--- config.mk ---
export PLATFORM = sky130hd
export DESIGN_NAME = output_port_ctrl
export DESIGN_NICKNAME = d
export VERILOG_FILES = /design/src/rtl/output_port_ctrl_pkg.sv /design/src/rtl/credit_cnt.sv /design/src/rtl/matrix_arbiter.sv /design/src/rtl/output_port_ctrl.sv
export SDC_FILE = /design/constraint.sdc
export NUM_CORES = 1
export LEC_CHECK = 0
export CAP_MARGIN = 15
export CORE_AREA = 2 2 75 113
export CTS_CLUSTER_SIZE = 16
export DETAILED_ROUTE_END_ITERATION = 6
export DIE_AREA = 0 0 77 115
export GPL_TIMING_DRIVEN = 0
export PLACE_DENSITY = 0.69
export SETUP_SLACK_MARGIN = 0.02
export SLEW_MARGIN = 15
export SYNTH_ARGS = -nofsm -noshare
export SYNTH_HDL_FRONTEND = slang
export SYNTH_HIERARCHICAL = 1
export SYNTH_SLANG_ARGS = --single-unit
--- constraint.sdc ---
create_clock -name clk -period 3.1 [get_ports clk]
set_input_delay 0.31 -clock clk [delete_from_list [all_inputs] [get_ports clk]]
set_output_delay 0.31 -clock clk [all_outputs]
set_load 0.03 [all_outputs]
--- src/rtl/output_port_ctrl_pkg.sv ---
// Shared router definitions for the output-port controller: flit flag layout,
// default sizing and the wormhole lock state encoding.
package output_port_ctrl_pkg;

  localparam int unsigned DefDw    = 32;
  localparam int unsigned DefDepth = 4;

  // Position of the framing flags within a packed flag vector
  localparam int unsigned FlitHeadBit = 0;
  localparam int unsigned FlitTailBit = 1;
  localparam int unsigned FlitFlagW   = 2;

  typedef enum logic {
    StIdle   = 1'b0,
    StLocked = 1'b1
  } port_state_e;

endpackage

--- src/rtl/credit_cnt.sv ---
// Saturating up/down credit counter, reset to MAX, with an optional sticky
// overflow flag raised by a return while already full and not consuming.
module credit_cnt #(
  parameter int unsigned MAX   = 4,
  parameter bit          ChkEn = 1'b0,
  localparam int unsigned CW   = $clog2(MAX + 1)
) (
  input  logic          clk,
  input  logic          rst,
  input  logic          inc,
  input  logic          dec,
  output logic [CW-1:0] count,
  output logic          err
);

  logic [CW-1:0] count_d;
  logic          at_max;

  assign at_max = (count == CW'(MAX));

  always_comb begin
    count_d = count;
    if (inc && !dec && !at_max) count_d = count + CW'(1);
    else if (dec && !inc)       count_d = count - CW'(1);
  end

  always_ff @(posedge clk) begin
    if (rst) count <= CW'(MAX);
    else     count <= count_d;
  end

  if (ChkEn) begin : g_chk
    logic err_q;
    always_ff @(posedge clk) begin
      if (rst)                          err_q <= 1'b0;
      else if (inc && !dec && at_max)   err_q <= 1'b1;
    end
    assign err = err_q;
  end else begin : g_nochk
    assign err = 1'b0;
  end

endmodule

--- src/rtl/matrix_arbiter.sv ---
// Matrix arbiter: the winner drops to lowest priority when update is pulsed.
// Only the upper triangle of the priority matrix is stored.
module matrix_arbiter #(
  parameter int unsigned LEN = 3
) (
  input  logic           clk,
  input  logic           rstn,
  input  logic [LEN-1:0] req,
  input  logic           update,
  output logic [LEN-1:0] grant
);

  localparam int unsigned NP = LEN * (LEN - 1) / 2;

  // Bit set: lower index of the pair beats the higher index
  logic [NP-1:0] prio_q, prio_d;

  function automatic int unsigned pidx(input int unsigned i, input int unsigned j);
    return i * LEN - (i * (i + 1)) / 2 + (j - i - 1);
  endfunction

  always_comb begin
    for (int unsigned i = 0; i < LEN; i++) begin
      grant[i] = req[i];
      for (int unsigned j = 0; j < LEN; j++) begin
        if (j < i) begin
          if (req[j] && prio_q[pidx(j, i)]) grant[i] = 1'b0;
        end else if (j > i) begin
          if (req[j] && !prio_q[pidx(i, j)]) grant[i] = 1'b0;
        end
      end
    end
  end

  always_comb begin
    prio_d = prio_q;
    if (update) begin
      for (int unsigned i = 0; i < LEN; i++) begin
        for (int unsigned j = i + 1; j < LEN; j++) begin
          if (grant[i]) prio_d[pidx(i, j)] = 1'b0;
          else if (grant[j]) prio_d[pidx(i, j)] = 1'b1;
        end
      end
    end
  end

  always_ff @(posedge clk) begin
    if (!rstn) prio_q <= '1;
    else       prio_q <= prio_d;
  end

endmodule

--- src/rtl/output_port_ctrl.sv ---
// Wormhole output-port controller: arbitrates head flits, locks to the winner
// until its tail, and forwards through a credit-gated registered slice.
// Optional credit overflow check: define OUTPUT_PORT_CTRL_CRED_CHK_EN.
module output_port_ctrl
  import output_port_ctrl_pkg::*;
#(
  parameter int unsigned LEN   = 3,
  parameter int unsigned DW    = DefDw,
  parameter int unsigned DEPTH = DefDepth
) (
  input  logic              clk,
  input  logic              rst,
  input  logic [LEN-1:0]    in_valid,
  input  logic [LEN-1:0]    in_head,
  input  logic [LEN-1:0]    in_tail,
  input  logic [LEN*DW-1:0] in_data,
  output logic [LEN-1:0]    in_ready,
  output logic              out_valid,
  output logic              out_head,
  output logic              out_tail,
  output logic [DW-1:0]     out_data,
  input  logic              credit_in,
  output logic              cred_err
);

`ifdef OUTPUT_PORT_CTRL_CRED_CHK_EN
  localparam bit CredChk = 1'b1;
`else
  localparam bit CredChk = 1'b0;
`endif

  localparam int unsigned OwnerW = (LEN > 1) ? $clog2(LEN) : 1;
  localparam int unsigned CntW   = $clog2(DEPTH + 1);

  port_state_e          state_q;
  logic [OwnerW-1:0]    owner_q;
  logic [CntW-1:0]      cred_cnt;
  logic                 has_cred;
  logic [LEN-1:0]       arb_req, arb_grant;
  logic                 arb_update;
  logic [OwnerW-1:0]    grant_idx;
  logic                 send;
  logic [DW-1:0]        sel_data;
  logic [FlitFlagW-1:0] sel_flags;

  assign has_cred = (cred_cnt != '0);
  assign arb_req  = (state_q == StIdle) ? (in_valid & in_head) : '0;

  matrix_arbiter #(
    .LEN (LEN)
  ) u_arb (
    .clk    (clk),
    .rstn   (~rst),
    .req    (arb_req),
    .update (arb_update),
    .grant  (arb_grant)
  );

  credit_cnt #(
    .MAX   (DEPTH),
    .ChkEn (CredChk)
  ) u_cred (
    .clk   (clk),
    .rst   (rst),
    .inc   (credit_in),
    .dec   (send),
    .count (cred_cnt),
    .err   (cred_err)
  );

  always_comb begin
    grant_idx = '0;
    for (int unsigned i = 0; i < LEN; i++) begin
      if (arb_grant[i]) grant_idx = OwnerW'(i);
    end
  end

  // A zero-credit grant leaves both ready and priority untouched
  always_comb begin
    in_ready   = '0;
    arb_update = 1'b0;
    if (!rst && has_cred) begin
      if (state_q == StIdle) begin
        in_ready   = arb_grant;
        arb_update = |arb_grant;
      end else begin
        for (int unsigned i = 0; i < LEN; i++) begin
          in_ready[i] = in_valid[i] && (owner_q == OwnerW'(i));
        end
      end
    end
  end

  assign send = |in_ready;

  always_comb begin
    sel_data  = '0;
    sel_flags = '0;
    for (int unsigned i = 0; i < LEN; i++) begin
      if (in_ready[i]) begin
        sel_data                = in_data[i*DW +: DW];
        sel_flags[FlitHeadBit]  = in_head[i];
        sel_flags[FlitTailBit]  = in_tail[i];
      end
    end
  end

  always_ff @(posedge clk) begin
    if (rst) begin
      state_q   <= StIdle;
      owner_q   <= '0;
      out_valid <= 1'b0;
      out_head  <= 1'b0;
      out_tail  <= 1'b0;
      out_data  <= '0;
    end else begin
      out_valid <= send;
      if (send) begin
        out_head <= sel_flags[FlitHeadBit];
        out_tail <= sel_flags[FlitTailBit];
        out_data <= sel_data;
      end
      case (state_q)
        StIdle: begin
          if (send && !sel_flags[FlitTailBit]) begin
            state_q <= StLocked;
            owner_q <= grant_idx;
          end
        end
        StLocked: begin
          if (send && sel_flags[FlitTailBit]) state_q <= StIdle;
        end
        default: state_q <= StIdle;
      endcase
    end
  end

endmodule

# After elaboration in Yosys (flattened, before gate mapping)
# Index checks and enable logic that the tools add are counted.
dict set report word_totals {
  regBits 44
  latch_bits 0
  ramBits 0
  romBits 0
  in_bits 108
  output_inout_bits 39
  word_cells 81
  mem_count 0
}
dict set report classes {
  addsub 2
  n_mul 0
  div_mod_pow 0
  n_lt_le_gt_ge 0
  eq_ne 3
  shift 0
  mux 29
  bitwise 2
  n_reduce_logical 35
}
# cell count
set op_table {}
lappend op_table {{$mux W32} 3}
lappend op_table {{$mux W1} 16}
lappend op_table {{$logic_and A1 B1 Y1} 15}
lappend op_table {{$mux W3} 5}
lappend op_table {{$logic_not A1 Y1} 8}
lappend op_table {{$mux W2} 4}
lappend op_table {{$reduce_and A2 Y1} 4}
lappend op_table {{$reduce_bool A2 Y1} 4}
lappend op_table {{$reduce_or A3 Y1} 2}
lappend op_table {{$add A3 B1 Y3 const B} 1}
lappend op_table {{$and A3 B3 Y3} 1}
lappend op_table {{$eq A3 B3 Y1 const B} 1}
lappend op_table {{$reduce_bool A3 Y1} 1}
lappend op_table {{$sub A3 B1 Y3 const B} 1}
lappend op_table {{$eq A2 B1 Y1 const B} 1}
lappend op_table {{$eq A2 B2 Y1 const B} 1}
lappend op_table {{$logic_not A2 Y1} 1}
lappend op_table {{$pmux W1 S2} 1}
lappend op_table {{$not A1 Y1} 1}

# Depth between registers and ports, before layout
dict set report logic_depth {
  depth_word 14
  ltp_mapped 15
  depth_no_buf 14
}

# By module
# The synthesis kept the hierarchy.
# mod instances cells_per_inst area_each_um2 seq_area_each_um2
set by_module_without_submodules {}
lappend by_module_without_submodules {output_port_ctrl 1 205 1926.8 760.7}
lappend by_module_without_submodules {credit_cnt 1 24 214.0 60.1}
lappend by_module_without_submodules {matrix_arbiter 1 20 176.4 60.1}

# Least setup slack after synthesis
# No wires, ideal clock.
dict set report synth_path {
  path_kind {register -> register}
  start {register state_q}
  end {register u_cred.count[2]}
  setup_ns 0.116
  t_arrival_ns 3.115
  required_time_ns 2.984
  slack_ns -0.131
  stages_incl_launch_ff 16
  n_path_buf 1
  period_less_slack_ns 3.231
  cell_sequence {dfxtp_1 -> buf_6 -> inv_1 -> and3_1 -> nand2b_1 -> and3_2 -> nor2b_1 -> or2_4 -> o31ai_4 -> inv_2 -> nor2b_1 -> nand2_1 -> fa_1 -> nor3b_1 -> nand2_1 -> a31o_2}
}
dict set report synth_between {
  elab_chain_len 11
  word_cells_on_any_way 22
  cone_classes {mux: 10; reduce/logical: 12}
}
# item line
set synth_lines {}
lappend synth_lines {{start, declared} output_port_ctrl.sv:35} ;# port_state_e state_q;
lappend synth_lines {{start signal, assigned} output_port_ctrl.sv:110} ;# state_q <= StIdle;
lappend synth_lines {{start signal, assigned} output_port_ctrl.sv:126} ;# state_q <= StLocked;
lappend synth_lines {{start signal, assigned} output_port_ctrl.sv:131} ;# if (send && sel_flags[FlitTailBit]) state_q <= StIdle;
lappend synth_lines {{$mux W3 *} output_port_ctrl.sv:47} ;# assign arb_req = (state_q == StIdle) ? (in_valid & in_head) : '0;
lappend synth_lines {{via arb_req[1]} output_port_ctrl.sv:39} ;# logic [LEN-1:0] arb_req, arb_grant;
lappend synth_lines {{$logic_and A1 B1 Y1 *} matrix_arbiter.sv:29} ;# if (req[j] && !prio_q[pidx(i, j)]) grant[i] = 1'b0;
lappend synth_lines {{$mux W1 * (2 in series)} matrix_arbiter.sv:29}
lappend synth_lines {{via arb_grant[0]} output_port_ctrl.sv:39}
lappend synth_lines {{$mux W3 *} output_port_ctrl.sv:83} ;# if (state_q == StIdle) begin
lappend synth_lines {{$mux W3 *} output_port_ctrl.sv:82} ;# if (!rst && has_cred) begin
lappend synth_lines {{$reduce_or A3 Y1 *} output_port_ctrl.sv:94} ;# assign send = |in_ready;
lappend synth_lines {{via send} output_port_ctrl.sv:42} ;# logic send;
lappend synth_lines {{$logic_not A1 Y1} credit_cnt.sv:23} ;# if (inc && !dec && !at_max) count_d = count + CW'(1);
lappend synth_lines {{$logic_and A1 B1 Y1 (2 in series)} credit_cnt.sv:23}
lappend synth_lines {{$mux W3 or $reduce_bool A2 Y1 (tied branches)} -}
lappend synth_lines {{end signal, assigned} credit_cnt.sv:28} ;# if (rst) count <= CW'(MAX);
lappend synth_lines {{end signal, assigned} credit_cnt.sv:29} ;# else count <= count_d;
lappend synth_lines {{end, declared} credit_cnt.sv:12} ;# output logic [CW-1:0] count,
# Mark *: on every way through the listed nets, which the timed path passes. The rest lies on a longest branch.
# A chain may end at the register's enable or synchronous reset.

# Worst setup path in the final report
# Same ends and word-level chain as after synthesis.

==> impl_metrics.yaml <==
synthesis:
  synth_cell_types: 46
  synth_common_cells: "dfxtp_1 (44), a221oi_1 (33), o21ai_0 (29)"
  synth.ff_latch_count: 44
  synthMostInstantiatedCell: "dfxtp_1"
  async_flop_share: 0
  synth_area_leader_cell: "dfxtp_1"
  synth_area_per_cell_sq_um: 9.31
  synth_cells: 249
  yosysTopAreaCellShare: 0.380
  synth_edf_count: 0
  synth_nets: 358
  synth_area_leaders: "dfxtp_1 (38%), a221oi_1 (12%), o2bb2ai_1 (9.8%), o21ai_0 (6.3%), a31o_2 (2.6%)"
  yosys_warnings: 6
  synth-seq-area-share: 0.380
  syn_area_sq_mm: 0.00232
  synthFlopType: "dfxtp_1"
global_route:
  grt_overflow: 0
  grt_pass1_vias: 2693
  antenna_found_initial: 0
  grt_first_pass_wirelength_mm: 13.5
  grt_use_total: 0.191
  grt_max_degree: 14
worst_hold_path:
  min_to: "out_data[16]"
  holdPathStages: 1
  min_path_type: "register to register"
  min_from: "out_data[16]"
critical_path:
  rrSetupSlack_ns: 0.15
  required_ns: 3.29
  r2r-start: "state_q"
  path_buf_inv: 3
  end_kind: "register"
  critical-path-max-stage-delay_ns: 0.37
  cp_max_fo: 8
  cp_cell_sequence: "buf_6 > inv_4 > and3_4 > nand2b_1 > and3_2 > nor2b_1 > or2_4 > o31ai_4 > inv_2 > nor2b_4 > nand2_1 > fa_2 > a211o_1 > a31o_2"
  path_class: "register to register"
  slowest_stage: "fa_2"
  crit_arrival_ns: 3.14
  worst_r2r_endpoint: "u_cred/count[2]"
  r2r_cells: 14
  cpLargestDelayFamily: "simple AND/OR/NAND/NOR gates"
  cp-start-kind: "register"
sta:
  setup_violations: 0
  tns_ns: 0
  fmax_mhz: 339
  worstMarginPinSlew_ns: 0.681
  drv_slew: 0
  relSlewSlack: 0.543
  setup_ws_ns: 0.148
  hold_viol_final: 0
  post-route-min-period_ns: 2.95
  rsz0062_at_grt: "yes"
  post-route-period-util: 0.952
  clock_skew_ns: 0.00584
final_layout:
  multi_input_area_sq_mm: 0.00137
  finalNetCount: 514
  fillCellCount: 803
  layout.area.seq_sq_um: 881
  fin_util: 0.526
  final_cells: 511
  drive_gt1_frac: 0.126
  diodes: 0
  area_growth_pct: 79.6
route:
  drt-vias-per-instance: 5.28
  drc: 0
  firstDrtPassIters: 4
  ant_nets: 0
  wl_per_cell_um: 17.3
  drt_iter0_drc: 135
  finalWirelength_mm: 8.82
  via_count: 2699
die:
  die_h_um: 115
  die_w_um: 77
  die-area_sq_mm: 0.00886
  io_pins: 147
  rows: 40
  initial_utilization: 0.293
  core_area_sq_mm: 0.00791
cts:
  cts_made_buffers: 5
  worstSkewPairLatency_ns: 0.29
  htreeDepth: 2
  clock-root-buffer: "clkbuf_16"
  cts.clk_slew.worst_paths_ns: 0.06
  clockBufferDepth: 2
  cts_tree: "built"
  clkSinkCount: 44
power:
  p_total_uw: 3330
  vdd_ir_drop_max_v: 0.000369
  power.leakage_uw: 0.00150
  p_per_area_mw_per_mm2: 800
place:
  placed_cells: 499
  io_buffers: 145
  hpwl_mm: 6.61
  place.gp.congestion: 0.904
  preCtsSetupSlack_ns: -0.685
run_status:
  status: "finished, final reports clean"
job:
  cap_violations: 0
worst max-delay path by stage:
| stage | to | cells after the start | from |
|---|---|---|---|
| floorplan | u_cred/count[2] | 14 | state_q |
| global placement | u_cred/count[2] | 14 | in_valid[2] |
| detailed placement | u_cred/count[2] | 14 | in_valid[2] |
| CTS | u_cred/count[2] | 14 | in_valid[2] |
| global route | u_cred/count[2] | 15 | state_q |
| finish | u_cred/count[2] | 14 | state_q |
through the flow:
step	hold WS (ns)	area (sq um)
final	0.464	4160
after global routing	0.479	4160
after CTS	0.466	4120
after detailed placement	0.449	3910
after global placement	0.446	3910
after floorplan	0.409	2330
area by class of cell:
cell class / count / share of cell area
timing repair buffer: 149 / 0.357
tap: 105 / 0.0316
clock buffer: 6 / 0.0310
inverter: 5 / 0.00511
clock inverter: 2 / 0.00842
buffer: 20 / 0.0256
sequential: 44 / 0.212
multi-input combinational: 180 / 0.330
where the power goes:
part	switching, uW	leakage [uW]	internal (uW)
Sequential	122	0.000362	771
Clock	226	0.0000808	379
Combinational	997	0.00106	835
Total	1340	0.00150	1990
flip-flops by register name, indices dropped and copies added, names as in the netlist:
signal,cells
u_cred/count,3
out_head,1
out_tail,1
state_q,1
owner_q,2
u_arb/prio_q,3
out_valid,1
out_data,32
per-layer routing:
| layer | vias up | wire (um) | global-route usage |
|---|---|---|---|
| li1 | 1301 | - | - |
| met1 | 1286 | 3570 | 0.220 |
| met2 | 95 | 4650 | 0.357 |
| met3 | 17 | 378 | 0.0275 |
| met4 | 0 | 221 | 0.0726 |
| met5 | - | 0 | 0 |
repair_timing:
item,in CTS,in global routing
hold buffers,0,0
setup buffers,2,2
gates resized for setup,8,7
pin swaps,1,2
gates cloned,0,0
setup endpoints to repair,4,3
cell families after synthesis:
logic type	Yosys count	share of synthesized area
compound gates	113	0.382
fa+ha+maj	1	0.00864
buf+inv	25	0.0534
flops	44	0.380
mux	4	0.0184
other cells	1	0.00162
simple gates	61	0.156
placed cells by master (no fill, tap or decap), drive strengths merged, types with 3 or more instances in the layout:
cell type,count
a221oi,33
a31o,7
a31oi,3
and3,6
buf,9
clkbuf,21
clkdlybuf4s50,143
dfxtp,44
inv,4
nand2,11
nand2b,5
nand4b,3
nor2,14
nor2b,4
nor3,9
o21ai,34
o2bb2ai,27
Note: power is estimated with default switching activity, not from simulation.
==> patch 1, RTL diff (same settings) <==
Reset style: asynchronous (`rst` and `rstn`), changed in 4 clocked blocks.
--- a/src/rtl/credit_cnt.sv
+++ b/src/rtl/credit_cnt.sv
@@ -25,5 +25,5 @@
   end
 
-  always_ff @(posedge clk) begin
+  always_ff @(posedge clk or posedge rst) begin
     if (rst) count <= CW'(MAX);
     else     count <= count_d;
@@ -32,5 +32,5 @@
   if (ChkEn) begin : g_chk
     logic err_q;
-    always_ff @(posedge clk) begin
+    always_ff @(posedge clk or posedge rst) begin
       if (rst)                          err_q <= 1'b0;
       else if (inc && !dec && at_max)   err_q <= 1'b1;
--- a/src/rtl/matrix_arbiter.sv
+++ b/src/rtl/matrix_arbiter.sv
@@ -45,5 +45,5 @@
   end
 
-  always_ff @(posedge clk) begin
+  always_ff @(posedge clk or negedge rstn) begin
     if (!rstn) prio_q <= '1;
     else       prio_q <= prio_d;
--- a/src/rtl/output_port_ctrl.sv
+++ b/src/rtl/output_port_ctrl.sv
@@ -106,5 +106,5 @@
   end
 
-  always_ff @(posedge clk) begin
+  always_ff @(posedge clk or posedge rst) begin
     if (rst) begin
       state_q   <= StIdle;
Formal check against the unedited RTL: differs if rst is asserted again (counterexample within 4 cycles, from zero or initial values and one cycle with rst high); with rst held inactive, the same outputs for 4 cycles.
==> patch 1 against the unedited design <==
  * Sequential cell count unchanged
  * Area after synthesis up 5.7%
  * Total power up 8.9%
  * Cell area up 3.4%
  * Register-to-register slack better by 0.05 ns
  * Count of clock-buffer cells in the layout up 1
  * Worst setup slack better by 0.042 ns
  * Routed wire length down 4.4%
  * Maximum frequency up 1.4%
  * Critical path type is now in -> reg
  * Largest cell class unchanged
==> patch 1: results (changes against the unedited design) <==
* Slowest stage delay, CP at 0.51 ns (+0.14 ns)
* Final GP Congestion at 0.7959 (-12%)
* Hold Path Class: in -> async
* Setup WS pre-CTS at -0.6346 ns (+0.05028 ns)
* DRT Wirelength at 8426 µm (-4.4%)
* Seq/Total Area, Yosys at 45.15% (+7.1 points)
* Yosys cell types at 42 (-8.7%)
* Main flop type after synthesis: dfrtp_1
* Commonest cells post-synth: dfrtp_1, nand2_1, a221oi_1, o21ai_0, o21ai_1
* Status: complete, no violations
* Synth Net Count at 383 (+7.0%)
* Post-Syn Area per Cell at 8.941 µm² (-3.9%)
* RR Endpoint: u_cred/count[2]
* Adder-Cell Fraction of Synth Area at 0.8172% (-0.047 points)
* Worst path slowest cell: clkdlybuf4s50_1
* Largest cells by area after synthesis: dfrtp_1, a221oi_1, o21ai_0
* Share of layout cells above drive strength 1 at 11.03% (-1.5 points)
* DR iter-0 viols at 77 (-43%)
* Worst slew pin tran at 0.8391 ns (+0.1581 ns)
* FF-to-FF Start: state_q
* Final Net Count at 543 (+5.6%)
* Final Skew at 0.004063 ns (-0.001774 ns)
* Fraction of registers with async set/reset at 100.0% (+100 points)
* Worst R2R Path Depth at 16 (+2)
* Crit path DAT at 3.10 ns (-0.04 ns)
patch 1: repair_timing:
| item | in CTS | in global routing |
|---|---|---|
| hold endpoints to repair | 0 | 0 |
| pin swaps | 1 | 2 |
| gates resized for setup | 6 | 7 |
| gates cloned | 0 | 0 |
| buffers inserted | 3 | 6 |
| setup endpoints to repair | 3 | 2 |
patch 1: through the flow:
step	hold slack, ns	setup TNS (ns)
final	0.3262	0
after global routing	0.3689	-0.01509
after CTS	0.3102	0
after detailed placement	0.4754	-1.066
after global placement	0.4661	-1.097
after floorplan	0.06292	0
patch 1: how the worst max path moves through the flow:
stage	startpoint	to	slack, ns
floorplan	state_q	u_cred/count[2]	0.05
global placement	in_head[0]	u_cred/count[2]	-0.65
detailed placement	in_head[0]	u_cred/count[2]	-0.63
CTS	in_valid[2]	u_cred/count[2]	0.03
global route	in_head[2]	u_cred/count[2]	-0.02
finish	in_head[2]	u_cred/count[2]	0.19
patch 1: power breakdown:
group | switching, mW | internal (mW)
sequential | 0.168 | 0.854
clock | 0.217 | 0.321
combinational | 1.14 | 0.925
patch 1: kinds of logic after synthesis:
kind of cell    after synthesis
simple gates                 73
fa+ha+maj                     1
buf+inv                      32
flops                        44
compound gates              123
other cells                   1
patch 1: routing by layer:
metal,GRT usage (%),routed length [µm]
met3,4.867,567
met5,0,0
met2,36.73,4681
met4,3.810,78
met1,21.49,3100
patch 1: final cells by class:
| cell class | instances | area (µm²) |
|---|---|---|
| plain buffers | 19 | 107.6 |
| clock buffers | 7 | 142.6 |
| clock inverters | 1 | 7.507 |
| fillers | 813 | 3603 |
| inverters | 11 | 43.79 |
| multi-input cells | 198 | 1225 |
| flip-flops and latches | 44 | 1107 |
| well taps | 105 | 131.4 |
| repair buffers | 155 | 1539 |
==> patch 2, RTL diff (same flow settings) <==
Without the edit above. The package constant `DefDepth` goes from 4 to 8.
--- a/src/rtl/output_port_ctrl_pkg.sv
+++ b/src/rtl/output_port_ctrl_pkg.sv
@@ -4,5 +4,5 @@
 
   localparam int unsigned DefDw    = 32;
-  localparam int unsigned DefDepth = 4;
+  localparam int unsigned DefDepth = 8;
 
   // Position of the framing flags within a packed flag vector
Function: changed (a bounded check fails within 10 cycles, from zero or initial values and one cycle with rst high).
==> patch 2 against the unedited design <==
  * Count of clock-buffer cells in the layout stayed put
  * Worst setup slack lost 0.11 ns
  * First-iteration DRC count increased by 14%
  * Cell area increased by 3.2%
  * Sequential power up 1%
  * Sequential cell count rose by 1
  * Die area did not move
  * Area after synthesis up 3.2%
  * Total power fell by 1.8%
  * Clock skew hardly changed
  * Routed wire length rose by 1.6%
  * Critical path depth increased by 1
  * Highest routed layer unchanged
==> patch 2: results (changes against the unedited design) <==
* DR iter-0 viols at 154 (+14%)
* Largest cells by area after synthesis: dfxtp_1, a221oi_1, o2bb2ai_1
* Final Skew at 0.005385 ns (-0.0004530 ns)
* Final Net Count at 543 (+5.6%)
* CTS Sinks at 45 (+2.3%)
* Grt met2 use at 37.84% (+2.1 points)
* Peak supply drop at 429.5 µV (+16%)
* Routing usage on met3 at 5.416% (+2.7 points)
* Fin Hold WS at 0.4679 ns (+0.003943 ns)
* Leak at 1.553 nW (+3.4%)
* Filler cell count at 785 (-2.2%)
* RR Endpoint: u_cred/count[3]
* Vias in the first global route at 2977 (+11%)
* CP Max Fanout at 5 (-3)
* Post-CTS sizing at 13 (+5)
* DRT Wirelength at 8954 µm (+1.6%)
* Multi-input gate area at 1445 µm² (+5.4%)
* Crit path DAT at 3.29 ns (+0.15 ns)
* Routing usage on met1 at 21.43% (-0.54 points)
* Yosys cell types at 48 (+4.3%)
* Pwr Density at 761.6 nW/µm² (-4.8%)
* Number of vias per cell at 5.216 (-1.2%)
* Seq/Total Area, Yosys at 37.66% (-0.36 points)
* Sequential power share at 27.7% (+0.9 points)
* GRT Overall Usage at 20.06% (+0.94 points)
* R2R setup slack at 0.03 ns (-0.11 ns)
* First-pass GRT wire length at 14150 µm (+4.7%)
* Non-clock buffers at 179 (+5.9%)
* Via count at 2801 (+3.8%)
* Worst R2R Path Depth at 15 (+1)
* Cell count after placement at 518 (+3.8%)
* Status: complete, no violations
* Compound-gate portion of the synthesized area at 34.05% (-4.1 points)
* Setup Fix Bufs, Post-CTS at 12 (+10)
* Setup WS pre-CTS at -0.8426 ns (-0.1578 ns)
* Adder-Cell Fraction of Synth Area at 1.883% (+1.0 points)
* Worst path slowest cell: dfxtp_4
* Final GP Congestion at 0.8224 (-9.0%)
* WHS Endpoint: out_data[6]
* Comb_multi_in at 196 (+8.9%)
* Non-clock buffering overhead at 38.22% (-0.057 points)
* Post-synthesis mux area share at 2.144% (+0.31 points)
* Hold Startpoint: out_data[6]
* DP Area at 4034 µm² (+3.1%)
* Biggest regs: out_data (32), u_cred/count (4), u_arb/prio_q (3)
* Synth Net Count at 379 (+5.9%)
* Synth Instances at 268 (+7.6%)
* Sequential share of cell area at 21.06% (-0.11 points)
* Switch Pwr at 1.344 mW (about the same)
patch 2: cell count changes after synthesis, moves of 6 or more:
cell / change
a31o_2: -6
buf_2: +7
nand3_1: +17
nor2_1: +15
nor3_1: -7
o21ai_0: -13
o2bb2ai_1: -10
o31ai_1: +17
patch 2: how the worst max path moves through the flow:
stage / from / end / slack, ns / depth (start not counted)
6_report: state_q / u_cred/count[3] / 0.03 / 15
5_1_grt: state_q / u_cred/count[3] / -0.12 / 15
4_1_cts: state_q / u_cred/count[3] / -0.07 / 17
3_5_place_dp: in_valid[2] / u_cred/count[3] / -0.84 / 16
3_3_place_gp: in_valid[0] / u_cred/count[3] / -0.81 / 16
2_1_floorplan: state_q / u_cred/count[3] / -0.15 / 17
patch 2: routing by layer:
layer	up-vias	routed length [µm]
li1	1375	-
met1	1288	3469
met2	122	4686
met3	16	599
met4	0	199
met5	-	0
